### config.mk
export PLATFORM = sky130hd
export DESIGN_NAME = uart_rx_os16
export DESIGN_NICKNAME = d
export VERILOG_FILES = /design/src/rtl/uart_rx_os16.sv
export SDC_FILE = /design/constraint.sdc
export NUM_CORES = 1
export LEC_CHECK = 0
export ABC_AREA = 0
export CAP_MARGIN = 20
export CORE_ASPECT_RATIO = 1.2
export CORE_UTILIZATION = 40
export DETAILED_ROUTE_END_ITERATION = 12
export SYNTH_ARGS = -nofsm -noshare
export SYNTH_HDL_FRONTEND = slang
export SYNTH_SLANG_ARGS = --single-unit
### constraint.sdc
create_clock -name clk -period 4.2 [get_ports clk]
set_input_delay 0.42 -clock clk [delete_from_list [all_inputs] [get_ports clk]]
set_output_delay 0.42 -clock clk [all_outputs]
set_load 0.02 [all_outputs]
### src/rtl/uart_rx_os16.sv
// uart_rx_os16: 16x oversampling UART receiver.
// Moves the asynchronous rx line through a 2-flop synchroniser, finds the start bit,
// samples each bit at its centre (every 16 ticks, the first at tick 8), checks the
// optional parity bit and the stop bit, and presents each byte on a valid/ready port.
//
// Ports:
//   clk         rising-edge system clock
//   reset       asynchronous, active-high reset
//   rx          serial input, idle high
//   RxData      received data word, stable while rx_valid is high
//   rx_valid    a data word is waiting for the consumer
//   rx_ready    consumer accepts the word when rx_valid && rx_ready at a rising edge
//   parity_err  parity mismatch on the word in RxData, qualified by rx_valid
//   frame_err   one-cycle pulse: stop bit sampled low, word discarded
//   overrun_err one-cycle pulse: good frame arrived while the previous word was unread
//   busy        receiver is not idle
module uart_rx_os16 #(
    parameter int unsigned CLK_FREQ   = 50000000,
    parameter int unsigned BAUD       = 115200,
    parameter int unsigned DATA_BITS  = 8,
    parameter int unsigned PARITY_EN  = 0,
    parameter int unsigned PARITY_ODD = 0
) (
    input  logic                 clk,
    input  logic                 reset,
    input  logic                 rx,
    output logic [DATA_BITS-1:0] RxData,
    output logic                 rx_valid,
    input  logic                 rx_ready,
    output logic                 parity_err,
    output logic                 frame_err,
    output logic                 overrun_err,
    output logic                 busy
);

    // Clocks per oversampling tick, rounded to nearest, never below 1.
    localparam int unsigned DivRaw = (CLK_FREQ + BAUD * 8) / (BAUD * 16);
    localparam int unsigned Div    = (DivRaw < 1) ? 1 : DivRaw;
    localparam int unsigned CntW   = (Div > 1) ? $clog2(Div) : 1;

    localparam logic [CntW-1:0] TickLast = CntW'(Div - 1);
    localparam logic [3:0]      LastBit  = 4'(DATA_BITS - 1);
    localparam logic            ParEn    = (PARITY_EN != 0);
    localparam logic            ParOdd   = (PARITY_ODD != 0);

    localparam logic [2:0] StIdle   = 3'd0;
    localparam logic [2:0] StStart  = 3'd1;
    localparam logic [2:0] StData   = 3'd2;
    localparam logic [2:0] StParity = 3'd3;
    localparam logic [2:0] StStop   = 3'd4;
    localparam logic [2:0] StBreak  = 3'd5;

    logic                 rx_meta_q, rx_sync_q;
    logic [2:0]           state_q, state_d;
    logic [CntW-1:0]      tick_cnt_q, tick_cnt_d;
    logic [3:0]           os_cnt_q, os_cnt_d;
    logic [3:0]           bit_cnt_q, bit_cnt_d;
    logic [DATA_BITS-1:0] shift_q, shift_d;
    logic                 par_pend_q, par_pend_d;
    logic [DATA_BITS-1:0] rx_data_q, rx_data_d;
    logic                 rx_valid_q, rx_valid_d;
    logic                 parity_err_q, parity_err_d;
    logic                 frame_err_q, frame_err_d;
    logic                 overrun_err_q, overrun_err_d;
    logic                 tick;
    logic                 frame_done;

    always_comb begin
        state_d       = state_q;
        tick_cnt_d    = tick_cnt_q;
        os_cnt_d      = os_cnt_q;
        bit_cnt_d     = bit_cnt_q;
        shift_d       = shift_q;
        par_pend_d    = par_pend_q;
        rx_data_d     = rx_data_q;
        rx_valid_d    = rx_valid_q;
        parity_err_d  = parity_err_q;
        frame_err_d   = 1'b0;
        overrun_err_d = 1'b0;
        tick          = 1'b0;
        frame_done    = 1'b0;

        // Tick generator only runs while a frame is being timed.
        if (state_q == StStart || state_q == StData ||
            state_q == StParity || state_q == StStop) begin
            if (tick_cnt_q == TickLast) begin
                tick       = 1'b1;
                tick_cnt_d = '0;
            end else begin
                tick_cnt_d = tick_cnt_q + 1'b1;
            end
        end else begin
            tick_cnt_d = '0;
        end

        // Ticks within the current bit; wraps 15 -> 0 on each full-bit sample.
        if (tick) begin
            os_cnt_d = os_cnt_q + 4'd1;
        end

        unique case (state_q)
            StIdle: begin
                os_cnt_d  = '0;
                bit_cnt_d = '0;
                if (!rx_sync_q) begin
                    state_d    = StStart;
                    par_pend_d = 1'b0;
                end
            end
            StStart: begin
                // Mid start bit: a high line here was only a glitch.
                if (tick && os_cnt_q == 4'd7) begin
                    os_cnt_d  = '0;
                    bit_cnt_d = '0;
                    state_d   = rx_sync_q ? StIdle : StData;
                end
            end
            StData: begin
                if (tick && os_cnt_q == 4'd15) begin
                    shift_d = {rx_sync_q, shift_q[DATA_BITS-1:1]};
                    if (bit_cnt_q == LastBit) begin
                        state_d = ParEn ? StParity : StStop;
                    end else begin
                        bit_cnt_d = bit_cnt_q + 4'd1;
                    end
                end
            end
            StParity: begin
                if (tick && os_cnt_q == 4'd15) begin
                    par_pend_d = ((^shift_q) ^ ParOdd) != rx_sync_q;
                    state_d    = StStop;
                end
            end
            StStop: begin
                if (tick && os_cnt_q == 4'd15) begin
                    if (rx_sync_q) begin
                        frame_done = 1'b1;
                        state_d    = StIdle;
                    end else begin
                        frame_err_d = 1'b1;
                        state_d     = StBreak;
                    end
                end
            end
            StBreak: begin
                // Line must return high before another start can be seen.
                if (rx_sync_q) begin
                    state_d = StIdle;
                end
            end
            default: state_d = StIdle;
        endcase

        // Consumer handshake; a same-cycle accept frees the slot for the new word.
        if (rx_valid_q && rx_ready) begin
            rx_valid_d = 1'b0;
        end
        if (frame_done) begin
            if (!rx_valid_q || rx_ready) begin
                rx_data_d    = shift_q;
                parity_err_d = ParEn & par_pend_q;
                rx_valid_d   = 1'b1;
            end else begin
                overrun_err_d = 1'b1;
            end
        end
    end

    always_ff @(posedge clk or posedge reset) begin
        if (reset) begin
            rx_meta_q     <= 1'b1;
            rx_sync_q     <= 1'b1;
            state_q       <= StIdle;
            tick_cnt_q    <= '0;
            os_cnt_q      <= '0;
            bit_cnt_q     <= '0;
            shift_q       <= '0;
            par_pend_q    <= 1'b0;
            rx_data_q     <= '0;
            rx_valid_q    <= 1'b0;
            parity_err_q  <= 1'b0;
            frame_err_q   <= 1'b0;
            overrun_err_q <= 1'b0;
        end else begin
            rx_meta_q     <= rx;
            rx_sync_q     <= rx_meta_q;
            state_q       <= state_d;
            tick_cnt_q    <= tick_cnt_d;
            os_cnt_q      <= os_cnt_d;
            bit_cnt_q     <= bit_cnt_d;
            shift_q       <= shift_d;
            par_pend_q    <= par_pend_d;
            rx_data_q     <= rx_data_d;
            rx_valid_q    <= rx_valid_d;
            parity_err_q  <= parity_err_d;
            frame_err_q   <= frame_err_d;
            overrun_err_q <= overrun_err_d;
        end
    end

    assign RxData      = rx_data_q;
    assign rx_valid    = rx_valid_q;
    assign parity_err  = parity_err_q;
    assign frame_err   = frame_err_q;
    assign overrun_err = overrun_err_q;
    assign busy        = (state_q != StIdle);

endmodule

# [After elaboration in Yosys (flattened, before gate mapping)]
# Cells that the tools add are included.
[word_totals] register_bits=37 latch_bits=0 ram_bits=0 romBits=0 in_bits=4 word_cells=78 mem_count=0
[classes] add_sub_neg=3 mul=0 div=0 magnitude_cmp=0 eq_ne=17 shift=0 n_mux=32 bitwise_logic=0 n_reduce_logical=15
[ops] op="3-bit two-way mux" n=8
[ops] op="4-bit two-way mux" n=5
[ops] op="3-bit case mux with 6 select lines" n=1
[ops] op="1-bit two-way mux" n=13
[ops] op="4-bit case mux with 3 select lines" n=1
[ops] op="5-bit two-way mux" n=2
[ops] op="2-bit by 1-bit inequality test with 1-bit output (second input constant)" n=5
[ops] op="4-bit by 1-bit adder with 4-bit output (second input constant)" n=2
[ops] op="4-bit by 3-bit == test with 1-bit output (second input constant)" n=2
[ops] op="4-bit case mux with 2 select lines" n=1
[ops] op="7-bit AND reduction" n=1
[ops] op="3-bit by 2-bit == test with 1-bit output (second input constant)" n=2
[ops] op="3-bit == test (second input constant)" n=2
[ops] op="2-bit inequality test (second input constant)" n=3
[ops] op="3-bit nonzero test" n=2
[ops] op="5-bit by 1-bit adder with 5-bit output (second input constant)" n=1
[ops] op="5-bit == test (second input constant)" n=1
[ops] op="4-bit == test (second input constant)" n=1
[ops] op="1-bit logical OR" n=4
[ops] op="2-bit AND reduction" n=2
[ops] op="4-bit AND reduction" n=1
[ops] op="3-bit by 1-bit == test with 1-bit output (second input constant)" n=1
[ops] op="1-bit logical AND" n=3
[ops] op="3-bit zero test" n=1
[ops] op="2 further kinds" n=2

# [Logic depth before layout (Yosys ltp)]
[logic_depth] ltp_word=9 ltp_mapped=8 depth_no_buf=7

# [Worst setup path after synthesis]
# Ideal clock, no wire load.
[synth_timing] kind="flip-flop to flip-flop" start="reg tick_cnt_q[0]" end="reg rx_data_q[0], in the netlist RxData[0]" arrival_ps=1743 required_ps=4075 setup_slack_ps=2332 path_stages_with_launch=9 n_path_buf=1 path_cell_list="dfrtp_1 > inv_1 > ha_1 > nand4b_4 > nor2_2 > nand4_1 > nor2b_2 > buf_6 > mux2_4"
[synth_via] elab_chain_cells=7
[synth_lines] element="from (decl)" line="55" rtl="logic [CntW-1:0] tick_cnt_q, tick_cnt_d;"
[synth_lines] element="from (signal assigned)" line="188" rtl="tick_cnt_q <= tick_cnt_d;"
[synth_lines] element="5-bit == test" line="86" rtl="if (tick_cnt_q == TickLast) begin"
[synth_lines] element="1-bit two-way mux" line="86"
[synth_lines] element="1-bit two-way mux" line="84" rtl="if (state_q == StStart || state_q == StData ||"
[synth_lines] element="1-bit logical AND" line="135" rtl="if (tick && os_cnt_q == 4'd15) begin"
[synth_lines] element="1-bit two-way mux" line="135"
[synth_lines] element="1-bit two-way mux" line="101" rtl="unique case (state_q)"
[synth_lines] element="2-bit AND reduction (no source line)"
[synth_lines] element="to (signal assigned)" line="193" rtl="rx_data_q <= rx_data_d;"
[synth_lines] element="to (decl)" line="60" rtl="logic [DATA_BITS-1:0] rx_data_q, rx_data_d;"
# Every way passes these cells.
# A chain may end at the register's enable or synchronous reset.

# [Worst setup path in the final report]
[layout_timing] start="reg state_q[2]" end="out busy"
[layout_via] elab_chain_cells=1
[layout_lines] element="from (decl)" line="54" rtl="logic [2:0] state_q, state_d;"
[layout_lines] element="from (signal assigned)" line="173" rtl="state_q <= StIdle;"
[layout_lines] element="from (signal assigned)" line="187" rtl="state_q <= state_d;"
[layout_lines] element="3-bit nonzero test" line="206" rtl="assign busy = (state_q != StIdle);"
[layout_lines] element="to (decl)" line="33" rtl="output logic busy"
# Every way passes these cells.

==> impl_summary.txt <==
----------------------------------------------------
[Drt]
  Wire length after detailed routing ... 3.06 mm
  Count of nets left with antenna violations after detail routing ... 0
  Number of detailed-route iterations in the first pass ... 4
  DRC errors left ... 0
  Via/cell ratio ... 5.27
  Iteration-0 DRC count of the detailed router ... 75
  Vias after detailed routing ... 1190
  Wire per inst ... 13.5 µm

[Yosys]
  Synth Area in Compound Gates ... 9.08%
  Xor and xnor area share after synthesis ... 2.91%
  Syn Inst Count ... 151
  Flip-flop and latch count after synthesis ... 37
  Dominant combinational cell family by area after synthesis ... simple AND/OR/NAND/NOR gates
  Syn_nets ... 159
  Post-synthesis cell type count ... 44
  YS warnings ... 0
  Mux share of post-synthesis cell area ... 13.0%
  Share of synthesized area occupied by flip-flops and latches ... 51.5%
  Simple-gate area share of the yosys netlist ... 18.0%
  Adder-Cell Fraction of Synth Area ... 2.77%
  Mean area per synthesized cell ... 11.9 µm²
  Summed instance area of the synthesized netlist ... 1800 µm²

[Timing]
  Highest achievable clock rate ... 425 MHz
  Total negative slack for setup checks ... 0 ns
  Headroom to the max-slew limit ... 63.6%
  Final count of pins violating max slew ... 0
  Setup repair after global routing missed its margin ... no
  Clock Skew ... 0.00649 ns
  Time the final worst path needs with I/O delays and setup ... 2.35 ns
  Setup violations, final ... 0
  Number of endpoints with negative hold slack in the final report ... 0
  Transition time of the tightest slew-check pin ... 0.543 ns
  Final period utilization ... 56.1%

[Worst setup path]
  Slowest-stage cell, CP ... sky130_fd_sc_hd__dfrtp_1
  Critical path launch point type ... flop
  WP depth ... 3
  Data arrival time of the worst path ... 1.93 ns
  Category of the most critical setup path ... flop to primary output
  Startpoint of the lowest-slack register-to-register path ... tick_cnt_q[0]$_DFF_PP0_
  Data required, critical path ... 3.78 ns
  Cell family with the largest share of critical-path delay ... buffers and inverters
  Largest driver fanout on the critical path ... 15
  Crit Reg-Reg Endpoint ... RxData[2]$_DFFE_PP0P_
  CP bufs+invs ... 2
  Worst R2R Path Depth ... 7
  Reg2reg setup slack ... 1.93 ns
  CP Cell Sequence ... nor3_2 > inv_1 > clkdlybuf4s50_1
  Longest individual stage delay on the worst path ... 0.56 ns
  Sort of element at the end of the critical path ... primary output

[Clock tree]
  Cts bufs inserted ... 5
  Clock Pin Slew Worst Setup and Hold Paths ... 0.08 ns
  TritonCTS clock tree ... yes
  Insertion delay to the later sink of the worst-skew pair ... 0.29 ns
  Number of gates given a new drive strength after cts ... 0
  CTS Root Buffer Type ... sky130_fd_sc_hd__clkbuf_8
  Count of clock tree sinks ... 37
  Max H-tree Level ... 2
  Maximum root-to-sink buffer count ... 2
  Count of hold buffers inserted by post-cts repair ... 0
  Post-CTS setup buffers ... 0

[Place]
  HPWL reported at the end of detailed placement ... 2.20 mm
  Cell count after placement ... 218
  Gp weighted congestion ... 0.844
  Port Buffers ... 15

[Job]
  Number of violations of the max-capacitance limit ... 0

[Cells and area]
  Proportion of layout cells with a drive suffix above 1 ... 18.8%
  Leading cell type in the layout, fill and taps excluded ... sky130_fd_sc_hd__dfrtp_1
  Commonest cells after routing, fill and taps aside ... 35 x sky130_fd_sc_hd__dfrtp_1, 16 x sky130_fd_sc_hd__nor2_1, 15 x sky130_fd_sc_hd__clkdlybuf4s50_1
  Final Non-Filler Cells ... 226
  Area Overhead vs Synth ... 17.3%
  Number of antenna cells inserted ... 0
  Total number of nets in the final design ... 177

[Die]
  Area enclosed by the die boundary ... 4780 µm²
  X dimension of the die ... 63.3 µm
  Rows ... 26
  Die height ... 75.6 µm
  Core outline area ... 4290 µm²
  Initial cell density of the core ... 42.0%
  I/O pins ... 17

[Power and ir drop]
  Worst IR Drop VDD ... 0.000171 V
  Total power consumption of the routed design ... 678 µW
  PD cells ... 320 nW/µm²
  Leakage Power ... 0.954 nW

[Global route]
  First-pass GRT wire length ... 5.38 mm
  Overall track demand over capacity in global routing ... 14.7%
  Number of antenna violations at the first check in global routing ... 0
  Largest net degree at the start of global routing ... 38
  Via count of the first global-routing pass ... 1182
  Remaining global-route overflow ... 0

[Worst hold path]
  Min-delay worst type ... flop to flop
  Startpoint of the tightest hold check path ... rx_meta_q$_DFF_PP1_
  Worst hold stages ... 0
  Terminating pin of the worst hold path ... rx_sync_q$_DFF_PP1_

[Status]
  Result of the run ... finished, final reports clean

----------------------------------------------------
==> metal layers <==
layer | wire length (µm) | track usage, % | up-vias
met2 | 1590 | 26.4 | 32
met4 | 55 | 7.07 | 0
met5 | 0 | 0 | -
li1 | - | - | 569
met1 | 1280 | 16.3 | 582
met3 | 136 | 4.04 | 7
==> logic make-up after synthesis <==
family	Yosys count
AND/OR/NAND/NOR	52
flip-flops	37
AO/OA/AOI/OAI	24
multiplexers	18
buffers and inverters	9
XOR/XNOR	6
adder cells (fa/ha/maj)	4
other	1
==> synthesized netlist by cell type, drive strengths merged <==
library cell	instances	area share (%)
and3b	1	0.49
nor4bb	1	0.55
a21oi	5	1.4
o21a	1	0.42
ha	4	2.8
nand2	12	2.5
nor4	1	1.2
o2bb2ai	1	0.49
or2	1	0.49
buf	3	1.3
nor4b	1	0.83
conb	1	0.21
a221oi	1	0.49
mux2	17	12
dfrtp	35	49
nor2	18	4.3
nand4b	1	1.3
nand2b	1	0.35
nand4	3	1.0
nand3	5	1.4
clkbuf	2	0.42
nor2b	1	0.49
or3	1	0.62
nor3	3	1.4
mux2i	1	0.55
o21ai	10	2.8
nand4bb	1	0.62
a41oi	1	0.49
xor2	4	1.9
inv	4	0.83
nor3b	1	0.42
dfstp	2	2.9
o41ai	3	1.9
a211oi	1	0.69
xnor2	2	0.97
a211o	1	0.49
==> where the power goes <==
group / switching, mW / internal (mW)
clock: 0.130 / 0.178
sequential: 0.00125 / 0.358
combinational: 0.00780 / 0.00334
==> sequential cells by signal, summed over array words and instances, names as in the netlist <==
register and count:
RxData 8, bit_cnt_q 4, frame_err 1, os_cnt_q 4, overrun_err 1, rx_meta_q 1, rx_sync_q 1, rx_valid 1
shift_q 8, state_q 3, tick_cnt_q 5
==> worst max-delay path by stage <==
stage                       startpoint                     to  slack, ns
4_1_cts         state_q[1]$_DFFE_PP0P_                   busy       1.82
2_1_floorplan  tick_cnt_q[0]$_DFF_PP0_  RxData[0]$_DFFE_PP0P_       2.33
5_1_grt         state_q[1]$_DFFE_PP0P_                   busy       1.73
6_report        state_q[2]$_DFFE_PP0P_                   busy       1.85
3_5_place_dp   tick_cnt_q[0]$_DFF_PP0_  RxData[1]$_DFFE_PP0P_       1.95
3_3_place_gp   tick_cnt_q[0]$_DFF_PP0_  RxData[7]$_DFFE_PP0P_       2.00
==> per-stage QoR <==
stage                     instance area, µm²  hold WS (ns)  utilization [%]  worst slack [ns]
final                                   2120         0.359             49.3              1.85
after global routing                    2120         0.362             49.3              1.73
after CTS                               2120         0.362             49.3              1.82
after detailed placement                2000         0.350             46.6              1.95
after global placement                  2000         0.347             46.6              2.00
after floorplan                         1800         0.345                -              2.33
==> worst register-to-register path: stages, from the launching register on <==
cell                       delay (ns)
sky130_fd_sc_hd__dfrtp_1         0.41
sky130_fd_sc_hd__inv_1           0.07
sky130_fd_sc_hd__ha_1            0.19
sky130_fd_sc_hd__nand4b_4        0.19
sky130_fd_sc_hd__nor2_2          0.25
sky130_fd_sc_hd__nand4_1         0.19
sky130_fd_sc_hd__nor2b_2         0.51
sky130_fd_sc_hd__mux2_4          0.35
==> layout make-up <==
class,count,area (µm²)
fill,402,2180
clock buffer,5,68.8
sequential,37,928
tap,56,70.1
multi-input combinational,105,830
timing repair buffer,16,158
clock inverter,3,46.3
inverter,4,15.0
No activity file was read; power rests on OpenSTA's default activity.
